**src/rtl/dsp_add_arbiter.sv**
```systemverilog
// Round-robin sequencer that time-shares one external combinational 32-bit adder
// among NREQ requesters: grant, feed registered operands, capture sum/carry, hold response.
module dsp_add_arbiter #(
    parameter int NREQ = 2
) (
    input  logic                 clk,
    input  logic                 rst_n,
    input  logic [NREQ-1:0]      req_valid,
    input  logic [32*NREQ-1:0]   req_a,
    input  logic [32*NREQ-1:0]   req_b,
    output logic [NREQ-1:0]      req_ready,
    output logic [NREQ-1:0]      rsp_valid,
    input  logic [NREQ-1:0]      rsp_ready,
    output logic [31:0]          rsp_sum,
    output logic                 rsp_carry,
    output logic [31:0]          add_in1,
    output logic [31:0]          add_in2,
    input  logic [31:0]          add_out,
    output logic                 busy
);

    localparam int IW = $clog2(NREQ);

    typedef enum logic [1:0] {
        IDLE = 2'd0,
        EXEC = 2'd1,
        RESP = 2'd2
    } state_t;

    state_t          state_reg;
    logic [IW-1:0]   last_reg;
    logic [IW-1:0]   owner_reg;
    logic [31:0]     op_a_reg;
    logic [31:0]     op_b_reg;
    logic [31:0]     sum_reg;
    logic            carry_reg;
    logic [NREQ-1:0] rsp_valid_reg;

    logic [31:0]     a_arr    [NREQ];
    logic [31:0]     b_arr    [NREQ];
    logic [IW-1:0]   cand_idx [NREQ];
    logic            grant_found;
    logic [IW-1:0]   grant_idx;

    // cand_idx[k] is the requester checked k-th, starting just after the last winner.
    genvar gi;
    generate
        for (gi = 0; gi < NREQ; gi++) begin : g_req
            logic [IW:0] rot_sum;
            assign a_arr[gi]    = req_a[32*gi +: 32];
            assign b_arr[gi]    = req_b[32*gi +: 32];
            assign rot_sum      = {1'b0, last_reg} + (IW+1)'(gi + 1);
            assign cand_idx[gi] = (rot_sum >= (IW+1)'(NREQ))
                                  ? IW'(rot_sum - (IW+1)'(NREQ))
                                  : IW'(rot_sum);
        end
    endgenerate

    always_comb begin
        grant_found = 1'b0;
        grant_idx   = '0;
        for (int k = NREQ - 1; k >= 0; k--) begin
            if (req_valid[cand_idx[k]]) begin
                grant_found = 1'b1;
                grant_idx   = cand_idx[k];
            end
        end
    end

    // Held low while reset is asserted so no handshake can complete during reset.
    always_comb begin
        req_ready = '0;
        if (rst_n && state_reg == IDLE && grant_found) begin
            req_ready[grant_idx] = 1'b1;
        end
    end

    always_ff @(posedge clk or negedge rst_n) begin
        if (!rst_n) begin
            state_reg     <= IDLE;
            last_reg      <= IW'(NREQ - 1);
            owner_reg     <= '0;
            op_a_reg      <= '0;
            op_b_reg      <= '0;
            sum_reg       <= '0;
            carry_reg     <= 1'b0;
            rsp_valid_reg <= '0;
        end else begin
            case (state_reg)
                IDLE: begin
                    if (grant_found) begin
                        op_a_reg  <= a_arr[grant_idx];
                        op_b_reg  <= b_arr[grant_idx];
                        owner_reg <= grant_idx;
                        last_reg  <= grant_idx;
                        state_reg <= EXEC;
                    end
                end
                EXEC: begin
                    // A wrapped 32-bit sum is smaller than either operand exactly when A+B overflows.
                    sum_reg       <= add_out;
                    carry_reg     <= (add_out < op_a_reg);
                    rsp_valid_reg <= {{(NREQ-1){1'b0}}, 1'b1} << owner_reg;
                    state_reg     <= RESP;
                end
                RESP: begin
                    if (rsp_ready[owner_reg]) begin
                        rsp_valid_reg <= '0;
                        state_reg     <= IDLE;
                    end
                end
                default: begin
                    rsp_valid_reg <= '0;
                    state_reg     <= IDLE;
                end
            endcase
        end
    end

    assign add_in1   = op_a_reg;
    assign add_in2   = op_b_reg;
    assign rsp_sum   = sum_reg;
    assign rsp_carry = carry_reg;
    assign rsp_valid = rsp_valid_reg;
    assign busy      = (state_reg != IDLE);

endmodule

```
**config.mk**
```make
export PLATFORM = sky130hd
export DESIGN_NAME = dsp_add_arbiter
export DESIGN_NICKNAME = d
export VERILOG_FILES = /design/src/rtl/dsp_add_arbiter.sv
export SDC_FILE = /design/constraint.sdc
export NUM_CORES = 1
export LEC_CHECK = 0
export BUFFER_PORTS_ARGS = -buffer_cell sky130_fd_sc_hd__buf_2
export CORE_MARGIN = 3
export CORE_UTILIZATION = 31
export DETAILED_ROUTE_END_ITERATION = 8
export PLACE_DENSITY_LB_ADDON = 0.25
export SYNTH_ARGS = -nofsm -noshare
export SYNTH_HDL_FRONTEND = slang
export SYNTH_SLANG_ARGS = --single-unit
```
**constraint.sdc**
```tcl
create_clock -name clk -period 1.8 [get_ports clk]
set_clock_uncertainty 0.15 [all_clocks]
set_input_delay 0.18 -clock clk [delete_from_list [all_inputs] [get_ports clk]]
set_output_delay 0.18 -clock clk [all_outputs]
set_load 0.03 [all_outputs]
```
Word level (Yosys, flattened, before mapping)
Cells that the tools add are included.

storage, ports and cells
  bits in registers = 103
  bits of input ports = 166
  output and inout bits = 102
  word-level logic and storage cells = 61

cells by class
  $add $sub $neg = 4
  order comparisons = 9
  equal/unequal tests = 4
  shift-type cells = 1
  mux-type cells = 25
  bitwise operators = 2
  reductions and logical operators = 8

operators by type and width
  kind                   count
  $mux W32               6
  $lt A32 B32 Y1         1
  $mux W1                13
  $pmux W2 S3            2
  $lt A1 B2 Y1 const B   4
  $ge A2 B2 Y1 const B   3
  $mux W2                3
  $reduce_and A2 Y1      3
  $ne A2 B2 Y1 const B   2
  $logic_and A1 B1 Y1    3
  $add A1 B1 Y2 const B  1
  $add A1 B2 Y2 const B  1
  $eq A2 B1 Y1 const B   1
  $eq A2 B2 Y1 const B   1
  $logic_not A2 Y1       1
  $not A1 Y2             1
  $reduce_bool A2 Y1     1
  $shl A1 B1 Y2 const A  1
  $sub A1 B1 Y1 const B  2
  $demux W1 S1           1
  $ge A1 B1 Y1 const B   1
  $not A1 Y1             1

Logic depth before layout (Yosys ltp)
Gate-level depths: netlist of the first run.

  depth in word-level cells = 12
  mapped depth = 7
  mapped depth without buffers = 7

Worst setup path after synthesis of the first run
OpenSTA, ideal clock, no wires.

  kind = reg-to-reg
  start point = register op_a_reg[14], in the netlist add_in1[14]
  end point = register carry_reg, in the netlist rsp_carry
  library setup time = 0.082 ns
  arrival time = 1.701 ns
  required time = 1.568 ns
  slack = -0.133 ns
  stages on the path, launching flop included = 8
  path buffers = 0
  clock period less this slack = 1.933 ns
  path through = dfrtp_1 > inv_1 > ha_1 > a21oi_1 > nand2_1 > a2111oi_0 > o21ai_0 > a31oi_1

on the way
  cells in the longest elaborated chain, start to end = 1

RTL lines
  element                 line  RTL
  from (decl)             33    logic [31:0] op_a_reg;
  from (signal assigned)  92    op_a_reg <= a_arr[grant_idx];
  $lt A32 B32 Y1          102   carry_reg <= (add_out < op_a_reg);
  to (signal assigned)    102
  to (decl)               36    logic carry_reg;

Every way passes these cells.
A chain may end at the register's enable or synchronous reset.

Worst setup path in the final report of the first run
  start point = input add_out[26]
  end point = register carry_reg, in the netlist rsp_carry

on the way
  cells in the longest elaborated chain, start to end = 1

RTL lines
  element         line  RTL
  from (decl)     18    input logic [31:0] add_out,
  $lt A32 B32 Y1  102

Every way passes these cells.

==> results of run 1 <==
[routing by layer]
metal | share of wire [%] | track usage (%) | wire [um] | vias to the layer above
met2 | 50 | 30.5 | 8250 | 167
li1 | - | - | - | 2510
met5 | 0 | 0 | 0 | -
met1 | 42 | 21.4 | 6930 | 2304
met4 | 2.7 | 7.05 | 450 | 0
met3 | 6.1 | 3.63 | 1020 | 29
[power by group]
part | switching (mW) | internal [mW]
clock network | 0.837 | 1.25
logic | 5.15 | 3.20
registers | 0.667 | 3.52
total | 6.66 | 7.97
[cell usage after synthesis (2+ instances only)]
cell type / count
a211oi_1: 2
a21oi_1: 76
a31oi_1: 2
and3_1: 2
and4_1: 2
buf_2: 11
buf_4: 7
buf_6: 7
dfrtp_1: 102
ha_1: 31
inv_1: 34
mux2_2: 32
mux2i_1: 66
nand2_1: 15
nand3_1: 3
nand4_1: 2
nor2_1: 70
nor2_4: 2
nor2b_1: 2
nor3_1: 2
o21ai_0: 7
[final cells by class]
type                    count  share of cell area (%)
clock buffers              12                    2.77
inverters                  35                    1.48
multi-input cells         326                    29.3
repair buffers            426                    33.3
diodes                      3                  0.0845
well taps                 216                    3.04
clock inverters             4                   0.789
flip-flops and latches    103                    29.2
[through the flow]
| step | setup WS, ns | total power, mW | cell area (um2) | util, % |
|---|---|---|---|---|
| global placement | -0.0369 | 11.8 | 6960 | 42.9 |
| global route | -0.0337 | 15.7 | 8880 | 54.7 |
| floorplan | 0.00644 | 9.45 | 5270 | - |
| CTS | 0.00344 | 14.3 | 8630 | 53.2 |
| detailed placement | -0.0517 | 11.9 | 6960 | 42.9 |
| finish | 0.0586 | 14.6 | 8880 | 54.7 |
[worst max-delay path, cell delays in order]
cell	delay, ns
dlygate4sd3_1	0.54
buf_2	0.13
ha_1	0.28
nand2_2	0.06
o21a_1	0.17
o221a_4	0.26
o22ai_2	0.14
a31oi_1	0.05
[kinds of logic after synthesis]
family                     after synthesis  synth area share, %
DFF                                    103                 49.1
and+or+nand+nor                        102                 8.31
muxes                                   98                 19.4
AOI/OAI and AO/OA                       95                 9.76
buffers and inverters                   60                 6.05
adders and majority gates               31                 7.38
[worst paths after layout]
kind | from | endpoint | slack [ns] | cells after the start
min in group asynchronous | rst_n | add_in2[8] | 0.10 | 2
hold reg to reg | rsp_sum[30] | rsp_sum[30] | 0.35 | 1
max in group asynchronous | rst_n | last_reg | 0.73 | 3
hold / removal | rsp_ready[1] | state_reg[1] | 0.01 | 4
setup reg to reg | add_in1[13] | rsp_carry | 0.11 | 7
setup / recovery | add_out[26] | rsp_carry | 0.06 | 8
[cells in the final DEF, fill, tap and decap left out, types with 2 or more instances in the layout]
cell and count:
buf_2 263, dlygate4sd3_1 131, dfrtp_1 90, a21oi_1 72
nor2_1 69, mux2i_1 66, inv_1 32, mux2_2 32
buf_4 23, ha_1 19, nand2_1 14, ha_4 12
dfrtp_2 12, clkbuf_16 9, buf_12 5, a21oi_2 4
diode_2 3, inv_2 3, o21ai_0 3, o21ai_1 3
nand3_1 3, nor2_4 2, and3_1 2, nor2b_1 2
a31oi_1 2, nand4_1 2, nor3_2 2, clkinv_2 2
clkbuf_1 2, bufinv_16 2, buf_6 2
[timing repair]
item | 4_1_cts | 5_1_grt
buffers inserted | 5 | 2
hold buffers | 131 | 0
hold endpoints to repair | 186 | 0
pin swaps | 4 | 14
gates resized for setup | 4 | 37
setup endpoints to repair | 3 | 15
==> results by group, run 1 <==
Power and ir drop
  – P per Cell Area: 1650 nW/um2
  – Leakage: 4.32 nW
  – Maximum VDD drop: 0.000665 V

Global routing
  – First-pass GRT wire length: between 20 and 30 mm
  – Antenna violations before repair: 1
  – Total grt overflow: 0
  – Vias in the first global route: 5,236
  – Pin count of the biggest net entering global routing: 65
  – Aggregate global-route resource usage: 17.6%

CTS
  – Worst skew pair latency: ~0.34 ns
  – Clock sink count: 103
  – H-tree depth: 3
  – Max Root-Sink Buffers: 2
  – Root buffer cell: clkbuf_16
  – Clock transition at path regs: 0.06 ns
  – CTS Buf Count: 9
  – CTS tree: done

STA
  – Fin crit share: 96.7%
  – Tightest Pin Transition: 0.377 ns
  – Fin. Hold Viols: 0
  – Slew margin rel.: 74.7%
  – Hold WS: ~0.011 ns
  – Setup TNS: 0 ns
  – Tmin final: roughly 1.7 ns
  – Pins Over Slew Limit: 0
  – Final setup vio count: 0
  – Max Fclk: 0.574 GHz
  – RSZ-0062 raised after global routing: true

Outcome
  – Status: complete, no violations

Worst setup path
  – WP data arrival: 1.81 ns
  – Endpoint type of the worst setup path: register
  – WS Path Type: in -> reg
  – Critical Path RT: 1.87 ns
  – Startpoint types: input pin
  – Largest fanout on the critical path: 2

Drt
  – DR vias: 5,010
  – Vias per cell: 4.45
  – Remaining DRCs: 0
  – DR WL/cell: around 15 um
  – Remaining antenna violation count: 0
  – First-pass DRT Iterations: 4
  – DRT iter0 DRCs: roughly 130
  – WL final: 16.6 mm

Floorplanning
  – Die Wd: 136 um
  – Ports: 268
  – Row cnt: 46
  – Initial Util: between 30% and 40%
  – Die Area: 18,600 um2
  – Die Y: 136 um
  – Core Box Area: 16,200 um2

Synthesis
  – Cells after synthesis: 489
  – Largest area contributor in the synthesized netlist: dfrtp_1
  – Distinct cells, synth: 33
  – Synthesized Nets: roughly 700
  – Asr flop ratio synth: 100%
  – Syn_area_per_cell: 10.7 um2
  – Synth top area cells: dfrtp_1 (49%), mux2i_1 (13%), ha_1 (7.4%)
  – Post-Syn Area: around 5300 um2
  – Register area share after synthesis: 49.1%
  – EDFF count, synth: 0
  – Top_reg_cell synth: dfrtp_1
  – Post-synthesis register bit count: a little over 100
  – Synth top area share: 48.6%
  – YS warnings: 0

Placed design
  – DP Cell Count: 970
  – Placer Congestion: 0.751
  – Dpl hpwl: 11.1 mm
  – Port-buffer cells: 267

Cells and area
  – Layout cells sized above 1: 42.9%
  – Storage element area: 2590 um2
  – # fillers: 1,450
  – Layout area overhead: 69.1%
  – NumNets Final: 1,098
  – Multi-input gate area: 2610 um2
  – Non-Filler Instances: 1,125

Job
  – Max Cap Viol: 0

Min path
  – Worst hold path type: in -> reg
(Power assumes the default switching activity.)
==> inputs of run 2 (changes only) <==
CELL_PAD_IN_SITES_DETAIL_PLACEMENT = 1   (was default)
CELL_PAD_IN_SITES_GLOBAL_PLACEMENT = 2   (was default)
CORE_UTILIZATION = 24   (was 31)
==> run 2 against run 1 <==
Against the previous run: sequential cell count unchanged; sequential share of layout area increased by 0.36 points; final area decreased by 1.2%; register-to-register slack got worse by 0.07 ns; routed wire length increased by 14%; combinational power increased by 2%; core utilization decreased by 14 points; critical path depth decreased by 1; clock power decreased by 2%; cell count increased by 4.1%; global-route usage decreased by 2.1 points; via count increased by 2.3%; largest cell class unchanged; largest power group unchanged.
==> results by group, run 2 (synthesis results as in run 1) <==
Worst setup path
  – Endpoint type of the worst setup path: register
  – CP max-delay cell: dfrtp_1
  – WS Path Type: reg -> reg
  – Worst path bufs/invs: 1
  – Crit path cell chain: inv_1, ha_1, nand2_2, o21a_1, o221a_4, o22ai_2, a31oi_1
  – Largest fanout on the critical path: 2
  – R2R depth: 7
  – Cell family with most CP delay: compound AO/OA/AOI/OAI gates
  – Stages on worst setup path: 7
  – Critical Path RT: about 1.9 ns
  – Largest stage delay, worst path: 0.35 ns
  – WP data arrival: 1.83 ns
  – Startpoint types: register

Cells and area
  – NumNets Final: between 1k and 1.5k
  – Layout cells sized above 1: 43.9%
  – Commonest non-fill, non-tap cell in the layout: buf_2
  – Post-layout util: 41.2%
  – Layout area overhead: 67.0%
  – Most frequent cells in the layout: buf_2 (263), dlygate4sd3_1 (115), dfrtp_1 (90), a21oi_1 (73), nor2_1 (68)
  – Non-Filler Instances: between 1k and 1.5k
  – Diode count: 0

Floorplanning
  – Die Wd: around 150 um
  – Row cnt: 53
  – Core Box Area: 21,300 um2
  – Die Y: 154 um
  – Initial Util: 24.7%
  – Ports: 268
  – Die Area: 23,700 um2

STA
  – Fin. Hold Viols: 0
  – Tightest Pin Transition: 0.755 ns
  – Max Fclk: 0.567 GHz
  – Slew margin rel.: 49.7%
  – Fin crit share: 98.0%
  – Tmin final: about 1.8 ns
  – Setup TNS: 0 ns
  – Final setup vio count: 0
  – Pins Over Slew Limit: 0
  – Hold WS: just over 0.005 ns
  – RSZ-0062 raised after global routing: true

Power and ir drop
  – Sw Ratio: between 40% and 50%
  – P per Cell Area: between 1500 and 2000 nW/um2
  – Combinational Power Share: ~58%
  – Net Switching: about 7 mW
  – Leakage: 4.28 nW
  – Clock power share: 13.9%
  – Maximum VDD drop: 0.000549 V
  – Seq pwr share: 28.5%
  – Power Internal: 7.85 mW

Job
  – Max Cap Viol: 0

Global routing
  – Vias in the first global route: between 5k and 6k
  – Pin count of the biggest net entering global routing: 65
  – Aggregate global-route resource usage: 15.5%
  – Top Usage Layer GRT: met2
  – GR Util met3: 3.91%
  – Antenna violations before repair: 0
  – Met2 GRT Util: 28.1%
  – First-pass GRT wire length: slightly below 30 mm
  – Met1 Resource Use GR: 17.8%
  – Total grt overflow: 0

CTS
  – CTS tree: done
  – H-tree depth: 3
  – Clock sink count: around 100
  – Clock transition at path regs: 0.07 ns
  – Root buffer cell: clkbuf_16
  – Max Root-Sink Buffers: 2
  – CTS Buf Count: 9
  – Worst skew pair latency: 0.35 ns

Drt
  – Remaining DRCs: 0
  – WL final: 18.9 mm
  – DR vias: 5,126
  – Vias per cell: 4.38
  – First-pass DRT Iterations: 4
  – DR WL/cell: about 16 um
  – Remaining antenna violation count: 0
  – DRT iter0 DRCs: 104

Min path
  – Cell depth of the worst min-delay path: 3
  – Worst hold path type: in -> reg

Placed design
  – Port-buffer cells: 267
  – Placer Congestion: 0.738
  – DP Cell Count: 1,027
  – Dpl hpwl: 13.7 mm

Outcome
  – Status: complete, no violations
-- run 2: worst paths after layout --
check / end / start / slack (ns)
max in group asynchronous: add_in1[17] / rst_n / 0.44
worst max register to register: rsp_carry / add_in1[27] / 0.04
worst max-delay path: rsp_carry / add_in1[27] / 0.04
worst min register to register: rsp_sum[13] / rsp_sum[13] / 0.35
min in group asynchronous: add_in2[22] / rst_n / 0.44
worst min-delay path: add_in1[25] / req_a[25] / 0.005
-- run 2: final cells by class --
type	instances	area, um2
Fill cell	2422	12500
Timing Repair Buffer	416	2840
Sequential cell	103	2590
Multi-Input combinational cell	326	2560
Tap cell	275	344
Clock buffer	10	239
Inverter	35	131
Clock inverter	6	67.6
-- run 2: metal layers --
metal | vias to the layer above | wire (um) | share of wire [%]
met1 | 2445 | 7500 | 40
met5 | - | 0 | 0
met3 | 20 | 1190 | 6.3
met2 | 169 | 9890 | 52
li1 | 2492 | - | -
met4 | 0 | 330 | 1.7
-- run 2: tightest hold or removal path, cell delays in order --
cell,delay (ns)
buf_2,0.07
mux2i_1,0.06
a21oi_1,0.15
-- run 2: metrics by stage --
stage | power (mW) | worst slack [ns] | instance area, um2
after detailed placement | 12.1 | -0.0624 | 7020
after global placement | 11.9 | -0.0601 | 7020
after global routing | 15.8 | -0.0804 | 8780
final | 14.7 | 0.0354 | 8780
after floorplan | 9.45 | 0.00644 | 5270
after CTS | 14.6 | 0.00609 | 8580
-- run 2: timing repair --
action | in CTS | in global routing
hold endpoints to repair | 179 | 0
hold buffers | 116 | 0
setup endpoints to repair | 3 | 3
pin swaps | 8 | 15
setup buffers | 10 | 4
resized for setup | 12 | 26
-- run 2: power groups by stage --
stage / Combinational, mW / Clock (mW) / Sequential (mW)
3_3_place_gp: 7.69 / 0 / 4.18
6_report: 8.48 / 2.05 / 4.20
5_1_grt: 9.25 / 2.23 / 4.36
2_1_floorplan: 3.03 / 0 / 6.43
4_1_cts: 8.26 / 2.15 / 4.22
3_5_place_dp: 7.83 / 0 / 4.26
==> inputs of run 3 (changes only) <==
ABC_AREA = 1   (was default)
CORE_ASPECT_RATIO = 0.9   (was default)
CORE_UTILIZATION = 22   (was 24)
==> run 3 against run 2 <==
Against the previous run: die area up 5.6%; highest routed layer is now met5; synthesized cell count is 27% higher; first-iteration DRC count up 75%; register-to-register slack improved by 0.17 ns; clock power shrank 6%.
==> results by group, run 3 <==
Global routing
  – Met2 GRT Util: 29.6%
  – Vias in the first global route: between 6k and 7k
  – Top Usage Layer GRT: met2
  – Pin count of the biggest net entering global routing: around 100
  – First-pass GRT wire length: ~34 mm
  – Total grt overflow: 0
  – Met1 Resource Use GR: a little over a fifth
  – GR Util met3: approximately 5.0%
  – Aggregate global-route resource usage: 17.1%
  – Antenna violations before repair: 1

Synthesis
  – Leading post-synthesis cells by instance count: nand2_1 (169), dfrtp_1 (102), o21ai_0 (85)
  – Distinct cells, synth: 21
  – Most frequent cell after synthesis: nand2_1
  – Post-Syn Area: 5100 um2
  – Synthesized Nets: 819
  – Synth top area cells: dfrtp_1 (50%), nand2_1 (12%), o21ai_0 (8.3%)
  – Syn_area_per_cell: 8.20 um2
  – Post-synthesis register bit count: between 100 and 150
  – Asr flop ratio synth: 100%
  – Top_reg_cell synth: dfrtp_1
  – EDFF count, synth: 0
  – Cells after synthesis: 622
  – Synth top area share: 50.1%
  – YS warnings: 0
  – Register area share after synthesis: 50.6%
  – Largest area contributor in the synthesized netlist: dfrtp_1

Worst setup path
  – Startpoint types: register
  – Critical Path RT: approximately 1.5 ns
  – Worst path bufs/invs: 2
  – WP data arrival: 1.41 ns
  – Crit path cell chain: nand2_1, nand2_2, inv_4, nor3_4, buf_6
  – Cell family with most CP delay: flip-flops
  – CP max-delay cell: dfstp_2
  – WS Path Type: reg -> out
  – Largest fanout on the critical path: 5
  – Largest stage delay, worst path: 0.53 ns
  – Endpoint type of the worst setup path: output port

Cells and area
  – NumNets Final: 1,235
  – Non-Filler Instances: 1,340
  – Diode count: 0
  – Most frequent cells in the layout: buf_2 (264), nand2_1 (165), dlygate4sd3_1 (156), dfrtp_1 (101), o21ai_0 (85)
  – Layout area overhead: 71.9%
  – Post-layout util: 38.7%
  – Layout cells sized above 1: a little under a third
  – Commonest non-fill, non-tap cell in the layout: buf_2

Floorplanning
  – Core Box Area: between 20,000 and 25,000 um2
  – Die Wd: 166 um
  – Initial Util: 22.5%
  – Die Area: 25,000 um2
  – Die Y: 150 um
  – Row cnt: 52
  – Ports: between 200 and 300

STA
  – Max Fclk: 0.576 GHz
  – Tmin final: 1.74 ns
  – Tightest Pin Transition: 0.666 ns
  – Slew margin rel.: 55.6%
  – Final setup vio count: 0
  – Pins Over Slew Limit: 0
  – Fin crit share: 96.5%
  – Fin. Hold Viols: 0
  – RSZ-0062 raised after global routing: true
  – Setup TNS: 0 ns

Power and ir drop
  – Clock power share: 13.7%
  – Seq pwr share: between 20% and 30%
  – Total Power: 14.1 mW
  – Power Internal: 7.05 mW
  – Leakage: between 4 and 5 nW
  – Maximum VDD drop: 0.000724 V
  – P per Cell Area: 1610 nW/um2
  – Net Switching: 7.06 mW
  – Combinational Power Share: between 50% and 60%
  – Sw Ratio: 50.1%

CTS
  – H-tree depth: 3
  – Root buffer cell: clkbuf_16
  – Worst skew pair latency: about 0.35 ns
  – CTS tree: done
  – CTS Buf Count: 9
  – Max Root-Sink Buffers: 2
  – Clock transition at path regs: 0.08 ns
  – Clock sink count: 103

Placed design
  – Dpl hpwl: between 10 and 15 mm
  – Placer Congestion: 0.722
  – Port-buffer cells: between 200 and 300
  – DP Cell Count: 1,164

Drt
  – DRT iter0 DRCs: between 150 and 200
  – DR WL/cell: 16.0 um
  – DR vias: 5,806
  – Vias per cell: 4.33
  – Remaining DRCs: 0
  – WL final: 21.4 mm
  – Remaining antenna violation count: 0
  – First-pass DRT Iterations: 4

Min path
  – Worst hold path type: in -> reg

Job
  – Max Cap Viol: 0

Outcome
  – Status: complete, no violations
-- run 3: power by group through the flow --
stage                     Sequential, mW  Clock (mW)  Combinational (mW)
final                               4.09        1.93                8.09
after global routing                4.26        2.11                8.99
after CTS                           4.10        2.04                8.08
after detailed placement            4.12           0                7.78
after global placement              4.07           0                7.75
after floorplan                     6.31           0                2.90
-- run 3: cell type report --
| class | count | area (um2) |
|---|---|---|
| clock buffers | 12 | 246 |
| fillers | 2750 | 13900 |
| clock inverters | 4 | 31.3 |
| repair buffers | 439 | 3100 |
| well taps | 297 | 372 |
| multi-input cells | 438 | 2250 |
| inverters | 47 | 179 |
| flip-flops and latches | 103 | 2580 |
-- run 3: per-stage QoR --
step           hold slack (ns)  setup slack, ns  instance area [um2]
6_report               0.00884           0.0629                 8760
4_1_cts               0.000111           0.0110                 8690
5_1_grt                 0.0364          -0.0131                 8760
3_3_place_gp             0.195            0.178                 6810
2_1_floorplan           -0.266            0.137                 5100
3_5_place_dp             0.209            0.155                 6810
-- run 3: what timing repair did --
item | 4_1_cts | 5_1_grt
endpoints found under the setup margin | 2 | 3
gates resized for setup | 7 | 12
endpoints found under the hold margin | 199 | 0
buffers inserted | 1 | 2
hold buffers | 157 | 0
pin swaps | 2 | 4
-- run 3: final timing paths --
path | from | cells past startpoint | slack (ns) | to
worst min register to register | last_reg | 2 | 0.32 | last_reg
worst max-delay path | last_reg | 5 | 0.06 | req_ready[0]
min in group asynchronous | rst_n | 3 | 0.37 | add_in1[1]
worst min-delay path | req_b[5] | 3 | 0.009 | add_in2[5]
max in group asynchronous | rst_n | 3 | 0.54 | state_reg[1]
worst max register to register | last_reg | 6 | 0.21 | add_in2[18]
-- run 3: cells by family (layout without fill, tap and decap cells) --
family | after synthesis | in the layout | synth area share [%]
AND/OR/NAND/NOR | 254 | 254 | 19.1
adder cells (fa/ha/maj) | 31 | 31 | 7.61
AO/OA/AOI/OAI | 153 | 153 | 16.0
buffers and inverters | 81 | 502 | 6.68
flip-flops | 103 | 103 | 50.6
-- run 3: per-layer routing --
layer	share of wire, %	vias to the layer above	routed length [um]
li1	-	2860	-
met1	45	2740	9670
met2	47	186	10000
met3	6.8	18	1450
met4	1.3	2	286
met5	0.061	-	13
-- run 3: worst register-to-register path, delay by kind of cell (launching register included) --
family / cells / cell delay [ns]
flops: 1 / 0.53
buf+inv: 2 / 0.37
simple gates: 3 / 0.26
compound gates: 1 / 0.19
